<file path="config.mk">
export PLATFORM = sky130hd
export DESIGN_NAME = serial_add_unit
export DESIGN_NICKNAME = d
export VERILOG_FILES = /design/src/rtl/serial_add_unit.sv
export SDC_FILE = /design/constraint.sdc
export NUM_CORES = 1
export LEC_CHECK = 0
export ABC_CLOCK_PERIOD_IN_PS = 3420
export CAP_MARGIN = 20
export CORE_UTILIZATION = 53
export DETAILED_ROUTE_END_ITERATION = 10
export PLACE_DENSITY = 0.79
export SLEW_MARGIN = 30
export SYNTH_ARGS = -nofsm -noshare
export SYNTH_HDL_FRONTEND = slang
export SYNTH_SLANG_ARGS = --single-unit
</file>
<file path="constraint.sdc">
create_clock -name clock -period 3.42 [get_ports clock]
set_clock_uncertainty 0.1 [all_clocks]
set_input_delay 0.684 -clock clock [delete_from_list [all_inputs] [get_ports clock]]
set_output_delay 0.684 -clock clock [all_outputs]
set_load 0.01 [all_outputs]
</file>
<file path="src/rtl/serial_add_unit.sv">
// rtl/serial_add_unit.sv - bit-serial adder/subtractor driving a single fulladder cell

// Single-bit full adder cell fed one bit pair per cycle.
module fulladder (
    input  logic a,
    input  logic b,
    input  logic cin,
    output logic s,
    output logic cout
);

    // Pure combinational sum and carry of one bit position.
    always_comb begin
        s    = a ^ b ^ cin;
        cout = (a & b) | (a & cin) | (b & cin);
    end

endmodule

module serial_add_unit #(
    parameter int WIDTH = 32
) (
    input  logic             clock,
    input  logic             resetn,
    input  logic             in_valid,
    output logic             in_ready,
    input  logic [WIDTH-1:0] op_a,
    input  logic [WIDTH-1:0] op_b,
    input  logic             op_sub,
    output logic             out_valid,
    input  logic             out_ready,
    output logic [WIDTH-1:0] result,
    output logic             carry_out,
    output logic             overflow
);

    localparam int CW = $clog2(WIDTH);
    localparam logic [CW-1:0] CNT_LAST = CW'(WIDTH - 1);
    localparam logic [CW-1:0] CNT_PEN  = CW'(WIDTH - 2);

    typedef enum logic [1:0] {
        IDLE = 2'd0,
        RUN  = 2'd1,
        DONE = 2'd2
    } state_t;

    state_t           state_q,     state_d;
    logic [CW-1:0]    count_q,     count_d;
    logic [WIDTH-1:0] a_sh_q,      a_sh_d;
    logic [WIDTH-1:0] b_sh_q,      b_sh_d;
    logic [WIDTH-1:0] sum_sh_q,    sum_sh_d;
    logic             carry_q,     carry_d;
    logic             c_msb_q,     c_msb_d;
    logic [WIDTH-1:0] result_q,    result_d;
    logic             carry_out_q, carry_out_d;
    logic             overflow_q,  overflow_d;

    logic fa_s;
    logic fa_cout;

    fulladder u_fa (
        .a    (a_sh_q[0]),
        .b    (b_sh_q[0]),
        .cin  (carry_q),
        .s    (fa_s),
        .cout (fa_cout)
    );

    // Next-state, datapath shifting and handshake decode; handshakes depend on state only.
    always_comb begin
        state_d     = state_q;
        count_d     = count_q;
        a_sh_d      = a_sh_q;
        b_sh_d      = b_sh_q;
        sum_sh_d    = sum_sh_q;
        carry_d     = carry_q;
        c_msb_d     = c_msb_q;
        result_d    = result_q;
        carry_out_d = carry_out_q;
        overflow_d  = overflow_q;
        in_ready    = 1'b0;
        out_valid   = 1'b0;
        case (state_q)
            IDLE: begin
                in_ready = 1'b1;
                if (in_valid) begin
                    // Subtraction becomes A + ~B + 1: invert B and seed the carry with 1.
                    a_sh_d  = op_a;
                    b_sh_d  = op_sub ? ~op_b : op_b;
                    carry_d = op_sub;
                    count_d = '0;
                    state_d = RUN;
                end
            end
            RUN: begin
                a_sh_d   = a_sh_q >> 1;
                b_sh_d   = b_sh_q >> 1;
                sum_sh_d = (sum_sh_q >> 1) | {fa_s, {(WIDTH - 1){1'b0}}};
                carry_d  = fa_cout;
                count_d  = count_q + CW'(1);
                // Carry into the MSB is kept so signed overflow can be formed at the last bit.
                if (count_q == CNT_PEN) begin
                    c_msb_d = fa_cout;
                end
                if (count_q == CNT_LAST) begin
                    result_d    = sum_sh_d;
                    carry_out_d = fa_cout;
                    overflow_d  = c_msb_q ^ fa_cout;
                    state_d     = DONE;
                end
            end
            DONE: begin
                out_valid = 1'b1;
                if (out_ready) begin
                    state_d = IDLE;
                end
            end
            default: begin
                state_d = IDLE;
            end
        endcase
    end

    // State and datapath registers with asynchronous active-low clear.
    always_ff @(posedge clock or negedge resetn) begin
        if (!resetn) begin
            state_q     <= IDLE;
            count_q     <= '0;
            a_sh_q      <= '0;
            b_sh_q      <= '0;
            sum_sh_q    <= '0;
            carry_q     <= 1'b0;
            c_msb_q     <= 1'b0;
            result_q    <= '0;
            carry_out_q <= 1'b0;
            overflow_q  <= 1'b0;
        end else begin
            state_q     <= state_d;
            count_q     <= count_d;
            a_sh_q      <= a_sh_d;
            b_sh_q      <= b_sh_d;
            sum_sh_q    <= sum_sh_d;
            carry_q     <= carry_d;
            c_msb_q     <= c_msb_d;
            result_q    <= result_d;
            carry_out_q <= carry_out_d;
            overflow_q  <= overflow_d;
        end
    end

    assign result    = result_q;
    assign carry_out = carry_out_q;
    assign overflow  = overflow_q;

endmodule

</file>
# Word level (Yosys, flattened, before mapping)
# Cells that the tools add are included.
# totals
out_inout_bits,36
memories,0
rom_bits,0
in_bits,69
latchBits,0
mem_bits_rw,0
regBits,139
wordCells,49
# classes
n_eq_ne,7
bitwise_logic,10
order_cmp,0
shifts,0
multipliers,0
n_addsub,1
muxes,15
n_reduce_logical,6
n_div,0
# op_table
op,n
case mux 32 bit (2 select lines),2
two-way mux 32 bit,3
inverter 32 bit,1
OR 31 x 32 -> 32 bit,1
== test 5 bit (second input constant),2
case mux 5 bit (2 select lines),1
two-way mux 2 bit,3
inequality test 2 bit (second input constant),3
case mux 2 bit (3 select lines),1
AND reduction 2 bit,3
adder 5 x 1 -> 5 bit (second input constant),1
two-way mux 5 bit,1
AND 1 bit,3
two-way mux 1 bit,3
AND reduction 3 bit,1
XOR 1 bit,3
== test 2 x 1 -> 1 bit (second input constant),1
== test 2 bit (second input constant),1
zero test 2 bit,1
OR 1 bit,2
case mux 1 bit (2 select lines),1
nonzero test 2 bit,1

# Longest topological paths before layout
# logic_depth
depth_word,4
mapped_depth,8
ltp_nobuf,6

# Modules after synthesis
# Synthesis repeated with hierarchy kept, for this count alone.
# unflattened
cells_unflattened,613
hier_area_um2,6311.1
# modules_own_cells
mod,n_inst,area_per_inst_um2,seq_area_each_um2,cells_each
serial_add_unit,1,6291.0,3453.3,612
fulladder,1,20.0,0.0,1

# Worst setup path after synthesis
# Ideal clock, no wire load.
# synth_path
path_kind,reg-to-reg
start,register count_q[0]
end,"register result_q[10], in the netlist result[10]"
arrival_ns,1.653
period_less_slack_ns,1.877
slack_ns,1.543
path_stages_with_launch,8
cell_sequence,dfrtp_1 ha_1 and3_1 ha_1 nand3b_1 buf_4 buf_6 mux2_2
# synth_between
elab_chain_len,2
# synth_rtl
item,line,source
"start, declared",48,"logic [CW-1:0] count_q, count_d;"
"start signal, assigned",139,count_q <= count_d;
== test 5 bit,105,if (count_q == CNT_LAST) begin
AND reduction 2 bit (no source line),--,
"end signal, assigned",145,result_q <= result_d;
"end, declared",54,"logic [WIDTH-1:0] result_q, result_d;"
# No other way between the ends.
# A chain may end at the register's enable or synchronous reset.

# Final worst setup path
# layout_path
start,register state_q[1]
end,output port out_valid
# layout_between
elab_chain_len,2
# layout_rtl
item,line,source
"start, declared",47,"state_t state_q, state_d;"
"start signal, assigned",138,state_q <= state_d;
== test 2 bit,83,case (state_q)
two-way mux 1 bit,83,
"end, declared",30,"output logic out_valid,"
# No other way between the ends.

==> out/qor.tcl <==
set qor(worst_pin_slew_ns) 0.868
set qor(critical_path_required_ns) 2.64
set qor(power.combinational.fraction_pct) 27.2
set qor(hp-class) {input pin to async pin}
set qor(clock_sinks) 138
set qor(grt_setup_unrepaired) {no}
set qor(cp_cell_sequence) {nand2b_1 > inv_1 > clkdlybuf4s50_1}
set qor(synth.yosys.seq_area_share_pct) 54.4
set qor(critical-path-slowest-cell) {sky130_fd_sc_hd__dfrtp_2}
set qor(die_h_um) 111
set qor(path_class) {flip-flop to output port}
set qor(mappedNetlistArea_um2) 6350
set qor(tns_ns) 0
set qor(root_buffer) {sky130_fd_sc_hd__clkbuf_16}
set qor(post_drt_via_cell_ratio) 5.65
set qor(drive_gt1_share_pct) 12.6
set qor(start_util_pct) 54.9
set qor(share_clk_of_total_power_pct) 29.7
set qor(final_stage_net_count) 766
set qor(maxCapViolCount) 0
set qor(count_of_port_buffers_added_during_placement) 104
set qor(cp_data_arrival_time_ns) 2.05
set qor(drtAntennaViolNets) 0
set qor(finalHoldViolations) 0
set qor(postCtsSetupBuffers) 0
set qor(route.vias.total) 4790
set qor(violations) {design-rule violations}
set qor(antenna_cells_inserted) 0
set qor(rr_worst_depth) 4
set qor(net-switching-power_w) 0.00201
set qor(max_freq_ghz) 0.352
set qor(rr_startpoint) {state_q[0]}
set qor(pin_count) 105
set qor(number_of_global_route_vias_before_repair) 4689
set qor(post_synth_inst_count) 610
set qor(postCtsResizedCells) 0
set qor(seqPwrFrac_pct) 43.1
set qor(critical-path-max-stage-delay_ns) 0.88
set qor(power.share.switching_pct) 31.8
set qor(core_area_um2) 11600
set qor(grt_pass1_wl_mm) 23.1
set qor(post-route-drc-count) 3
set qor(run_status) {finished, violations left}
set qor(timing.final.max_slew_violations) 0
set qor(total_leakage_power_nw) 3.60
set qor(power_density_normalized_to_cell_area_nw_per_um2) 791
set qor(drt_iter0_drc) 281
set qor(detailed_place_hpwl_mm) 8.46
set qor(crit_start_category) {flip-flop}
set qor(areaGrowthSynthToFinish_pct) 26.2
set qor(clk_pin_slew_ns) 0.06
set qor(worst-path-max-fanout) 42
set qor(chipWidth_um) 111
set qor(yosys_cell_types) 32
set qor(design.die.area_um2) 12400
set qor(grtUsageTotal_pct) 23.4
set qor(route.final.wire_length_mm) 13.6
set qor(grt_overflow) 0
set qor(postSynthAreaPerCell_um2) 10.4
set qor(drt_first_pass_iters) 8
set qor(ctsHoldBuffers) 0
set qor(clock_tree_from_tritoncts) {yes}
set qor(clock_path_buffers) 2
set qor(syn_nets) 683
set qor(setup_viol) 0
set qor(intPower_w) 0.00432
set qor(min_period_ns) 2.84
set qor(ir_worst_vdd_uv) 372
set qor(slew-limit-headroom_pct) 42.1
set qor(fp-row-count) 39
set qor(worst_skew_pair.late_latency_ns) 0.42
set qor(htree_levels) 4
set qor(yosys_warnings) 0
set qor(cts-buffers-inserted) 17
set qor(post-route-period-util_pct) 83.0
set qor(fin_total_pwr_w) 0.00634
set qor(crit_path_end_kind) {output port}
set qor(initial_antenna_violation_count) 0
set qor(total_of_flip_flops_plus_latches_after_synthesis) 138
set qor(route.detailed.wl_per_inst_um) 16.1
set qor(place_congestion) 0.776
set qor(r2r_setup_slack_ns) 1.01
set qor(grt_max_degree) 78
set qor(r2r-end) {sum_sh_q[12]}
through the flow:
step                      cell area [µm²]  util (%)  hold WS [ns]  setup WS, ns  cells
final                                8010      69.3        0.0809         0.582    848
after floorplan                      6350         -         0.288          1.54    610
after global placement               7400      64.0         0.357         0.707    817
after detailed placement             7400      64.0         0.373         0.606    817
after CTS                            8010      69.3        0.0913         0.561    848
after global routing                 8010      69.3         0.106         0.472    848
flip-flops by register name, indices dropped and copies added (netlist names):
register	flops
carry_out	1
sum_sh_q	31
c_msb_q	1
carry_q	1
count_q	5
overflow	1
result	32
b_sh_q	32
state_q	2
a_sh_q	32
kinds of logic after synthesis:
kind of cell / after synthesis / share of synthesized area (%)
AO/OA/AOI/OAI: 152 / 16.1
adder cells (fa/ha/maj): 4 / 0.906
AND/OR/NAND/NOR: 185 / 12.7
multiplexers: 36 / 6.36
flip-flops: 138 / 54.4
XOR/XNOR: 33 / 4.55
buffers and inverters: 62 / 4.97
cell usage in the layout (no fill, tap or decap), types with 6 or more instances in the layout:
cell type	instances
sky130_fd_sc_hd__inv_1	11
sky130_fd_sc_hd__nand2_1	138
sky130_fd_sc_hd__o32ai_1	9
sky130_fd_sc_hd__a22oi_1	36
sky130_fd_sc_hd__mux2_2	34
sky130_fd_sc_hd__xnor2_1	32
sky130_fd_sc_hd__clkdlybuf4s50_1	102
sky130_fd_sc_hd__dfrtp_1	136
sky130_fd_sc_hd__buf_4	10
sky130_fd_sc_hd__o21ai_0	39
sky130_fd_sc_hd__clkbuf_16	17
sky130_fd_sc_hd__nor2b_1	34
sky130_fd_sc_hd__a21oi_1	34
sky130_fd_sc_hd__o221ai_1	18
sky130_fd_sc_hd__a221o_2	6
power groups by stage:
stage / sequential (W) / combinational [W] / clock, W
global route: 0.00282 / 0.00194 / 0.00198
finish: 0.00273 / 0.00173 / 0.00188
detailed placement: 0.00273 / 0.00174 / 0
CTS: 0.00273 / 0.00175 / 0.00190
floorplan: 0.00262 / 0.00118 / 0
global placement: 0.00270 / 0.00165 / 0
layer usage:
metal | routed length, µm | global-route usage, %
met5 | 0 | 0
met4 | 191 | 8.83
met2 | 6850 | 37.6
met3 | 611 | 4.57
met1 | 5990 | 31.5
worst max-delay path by stage:
stage	from	to	cells after the start
final	state_q[1]	out_valid	3
after global routing	state_q[1]	out_valid	3
after CTS	state_q[1]	out_valid	3
after detailed placement	in_valid	b_sh_q[20]	4
after global placement	in_valid	b_sh_q[23]	4
after floorplan	count_q[0]	result[10]	7
synthesized netlist by cell type (all sizes together):
cell type / number / area [µm²]
nand3b: 1 / 7.51
dfrtp: 138 / 3450
nand4: 2 / 12.5
a22oi: 36 / 270
fa: 1 / 20.0
nand2b: 2 / 12.5
nand2: 138 / 518
mux2i: 1 / 10.0
a221o: 9 / 97.6
nor2: 4 / 15.0
clkbuf: 21 / 78.8
xnor2: 32 / 280
o21bai: 1 / 7.51
xor2: 1 / 8.76
o211ai: 4 / 30.0
o21ai: 39 / 195
buf: 30 / 195
and3: 1 / 6.26
a21oi: 34 / 170
ha: 3 / 37.5
mux2: 35 / 394
or3b: 1 / 8.76
a22o: 2 / 17.5
o32ai: 9 / 78.8
nor2b: 36 / 225
inv: 11 / 41.3
o221ai: 18 / 158
worst max-delay path: cells and delay by family (launching register included):
family	cells	cell delay [ns]
simple gates	1	0.15
buf+inv	2	0.61
flops	1	0.88
layout make-up:
| cell class | instances | area [µm²] |
|---|---|---|
| Clock buffer | 20 | 467 |
| Tap cell | 143 | 179 |
| Multi-Input combinational cell | 410 | 2590 |
| Inverter | 11 | 41.3 |
| Fill cell | 871 | 3550 |
| Sequential cell | 138 | 3460 |
| Timing Repair Buffer | 115 | 1130 |
| Clock inverter | 11 | 145 |
Power figures use the tool's default switching activity.
==> edit, RTL diff (same flow settings) <==
Change the parameter `WIDTH` from 32 to 64.
--- a/src/rtl/serial_add_unit.sv
+++ b/src/rtl/serial_add_unit.sv
@@ -20,3 +20,3 @@
 module serial_add_unit #(
-    parameter int WIDTH = 32
+    parameter int WIDTH = 64
 ) (
Ports: changed (resized op_a, op_b and result); port bits go from 105 to 201. No check against the original RTL was run, so the function may have changed too.
==> edit against the unedited design <==
- wire length is 110% higher
- combinational power is 14% higher
- cell area is 91% higher
- maximum frequency is 4.9% lower
- area after synthesis is 91% higher
- largest cell class unchanged
- power is 58% higher
- sequential cell count is 129 higher
- setup slack worse by 0.15 ns
==> edit: results (changes against the unedited design) <==
[detailed_routing]
wl_met1_um = 12600  ; +110%
firstDrtPassIters = 5  ; -3
drt-initial-drc-count = 589  ; +110%
dr_wl_met2_um = 13300  ; +94%
route.met3.wl_um = 1620  ; +170%
wl_per_cell_um = 17.2  ; +6.6%
highest_layer = met4
vias = 9307  ; +94%

[timing]
worst_hold_slack_ns = 0.0408  ; -0.0401 ns
worst_slack_ns = 0.435  ; -0.147 ns
max_slew_margin_pct = 47.6  ; +5.4 points

[clock_network]
insertion_delay_ns = 0.53  ; +0.11 ns
cts_max_path_buffers = 3  ; +1
clkTransAtPathRegs_ns = 0.06  ; about the same
ctsRootBufferMaster = clkbuf_16
cts-htree-levels = 1  ; -3
cts_buffers = 28  ; +11
cts-resized-gates = 0  ; unchanged
numClockSinks = 267  ; +93%
post_cts_buffers = 0  ; unchanged

[status]
status = complete, no violations

[synthesis]
ys.flop_type = dfrtp_1
synth.area.mux_share_pct = 7.45  ; +1.1 points
synthTopCellsByCount = nand2_1, dfrtp_1, o21ai_0
yosysMostFrequentCell = nand2_1
yosys.cell_types.count = 35  ; +9.4%
ys_async_sr_fraction_pct = 100  ; unchanged
ys_warn_count = 0  ; unchanged
synthAdderAreaFrac_pct = 0.371  ; -0.54 points
synth_xor_area_share_pct = 4.69  ; +0.14 points
yosysSeqAreaShare_pct = 55.0  ; +0.66 points
synth_nets = 1307  ; +91%
synth_compound_area_share_pct = 15.1  ; -1.1 points
synth_area_leaders = dfrtp_1, nand2_1, xnor2_1

[place]
dp_hpwl_um = 17300  ; +100%
numPortBuffers = 200  ; +92%
place_congestion = 0.778  ; +0.27%
place_ws_ns = 0.832  ; +0.226 ns

[layout]
finalNetCount = 1462  ; +91%
nFillCells = 1669  ; +92%
diodes = 0  ; unchanged
final_layout_size_suffix_gt1_share_pct = 11.2  ; -1.4 points

[pwr]
clkPwrFrac_pct = 32.2  ; +2.5 points
p_seq_share_pct = 47.9  ; +4.8 points
p_leak_nw = 6.83  ; +90%
switchingPower_mw = 2.95  ; +46%
peakVddDrop_mv = 0.411  ; +10%

[global_route]
antenna_found_initial = 0  ; unchanged
met2_usage_pct = 38.2  ; +0.56 points
grt_first_pass_wirelength_um = 46700  ; +100%
use_met3_pct = 3.49  ; -1.1 points
grtUsageTotal_pct = 24.1  ; +0.71 points
grt.met1_usage_pct = 34.9  ; +3.4 points
grt_max_degree = 143  ; +83%
grt_pass1_vias = 9108  ; +94%

[critical_path]
crit_fanout = 58  ; +38%
reg2reg_setup_slack_ns = 0.85  ; -0.16 ns
arrival_ns = 2.20  ; +0.15 ns

[worst_hold_path]
min_path_type = primary input to asynchronous set/reset pin

[run]
drv_cap = 0  ; unchanged

==> edit: changes by cell type after synthesis, moves of 6 or more <==
cell / delta
nor2b_1: +32
o221ai_1: +34
clkbuf_1: +35
a22oi_1: +31
a21oi_1: +31
a221o_2: -6
buf_1: +11
o21ai_0: +31
nand2_1: +164
dfrtp_1: +129
xnor2_1: +31
mux2_4: +29
==> edit: layout make-up <==
type | instances | area (um^2) | area share, %
Timing Repair Buffer | 221 | 2220 | 14.5
Clock buffer | 39 | 853 | 5.57
Tap cell | 285 | 357 | 2.33
Inverter | 10 | 37.5 | 0.245
Clock inverter | 13 | 153 | 0.996
Multi-Input combinational cell | 798 | 5020 | 32.8
Sequential cell | 267 | 6690 | 43.6
==> edit: path summary, 6_finish.rpt <==
| check | startpoint | end | cells past startpoint |
|---|---|---|---|
| max | state_q[0]$_DFFE_PN0P_ | out_valid | 2 |
| min | resetn | result[58]$_DFFE_PN0P_ | 1 |
| max reg2reg | state_q[0]$_DFFE_PN0P_ | result[51]$_DFFE_PN0P_ | 4 |
| min reg2reg | b_sh_q[52]$_DFFE_PN0P_ | b_sh_q[52]$_DFFE_PN0P_ | 2 |
| max in group asynchronous | resetn | b_sh_q[46]$_DFFE_PN0P_ | 2 |
| min in group clock | b_sh_q[52]$_DFFE_PN0P_ | b_sh_q[52]$_DFFE_PN0P_ | 2 |
==> edit: per-stage QoR <==
stage	cells	util [%]	area, um^2	total power [mW]
floorplan	1171	-	12100	6.05
global placement	1581	63.5	14300	6.66
detailed placement	1581	63.5	14300	6.79
CTS	1633	67.9	15300	10.1
global route	1633	67.9	15300	10.6
finish	1633	67.9	15300	9.99
==> edit: worst max-delay path, cell delays in order, from the launching register on <==
cell and delay, ns:
dfrtp_4 0.72, nor2b_1 0.35, clkdlybuf4s50_1 0.61
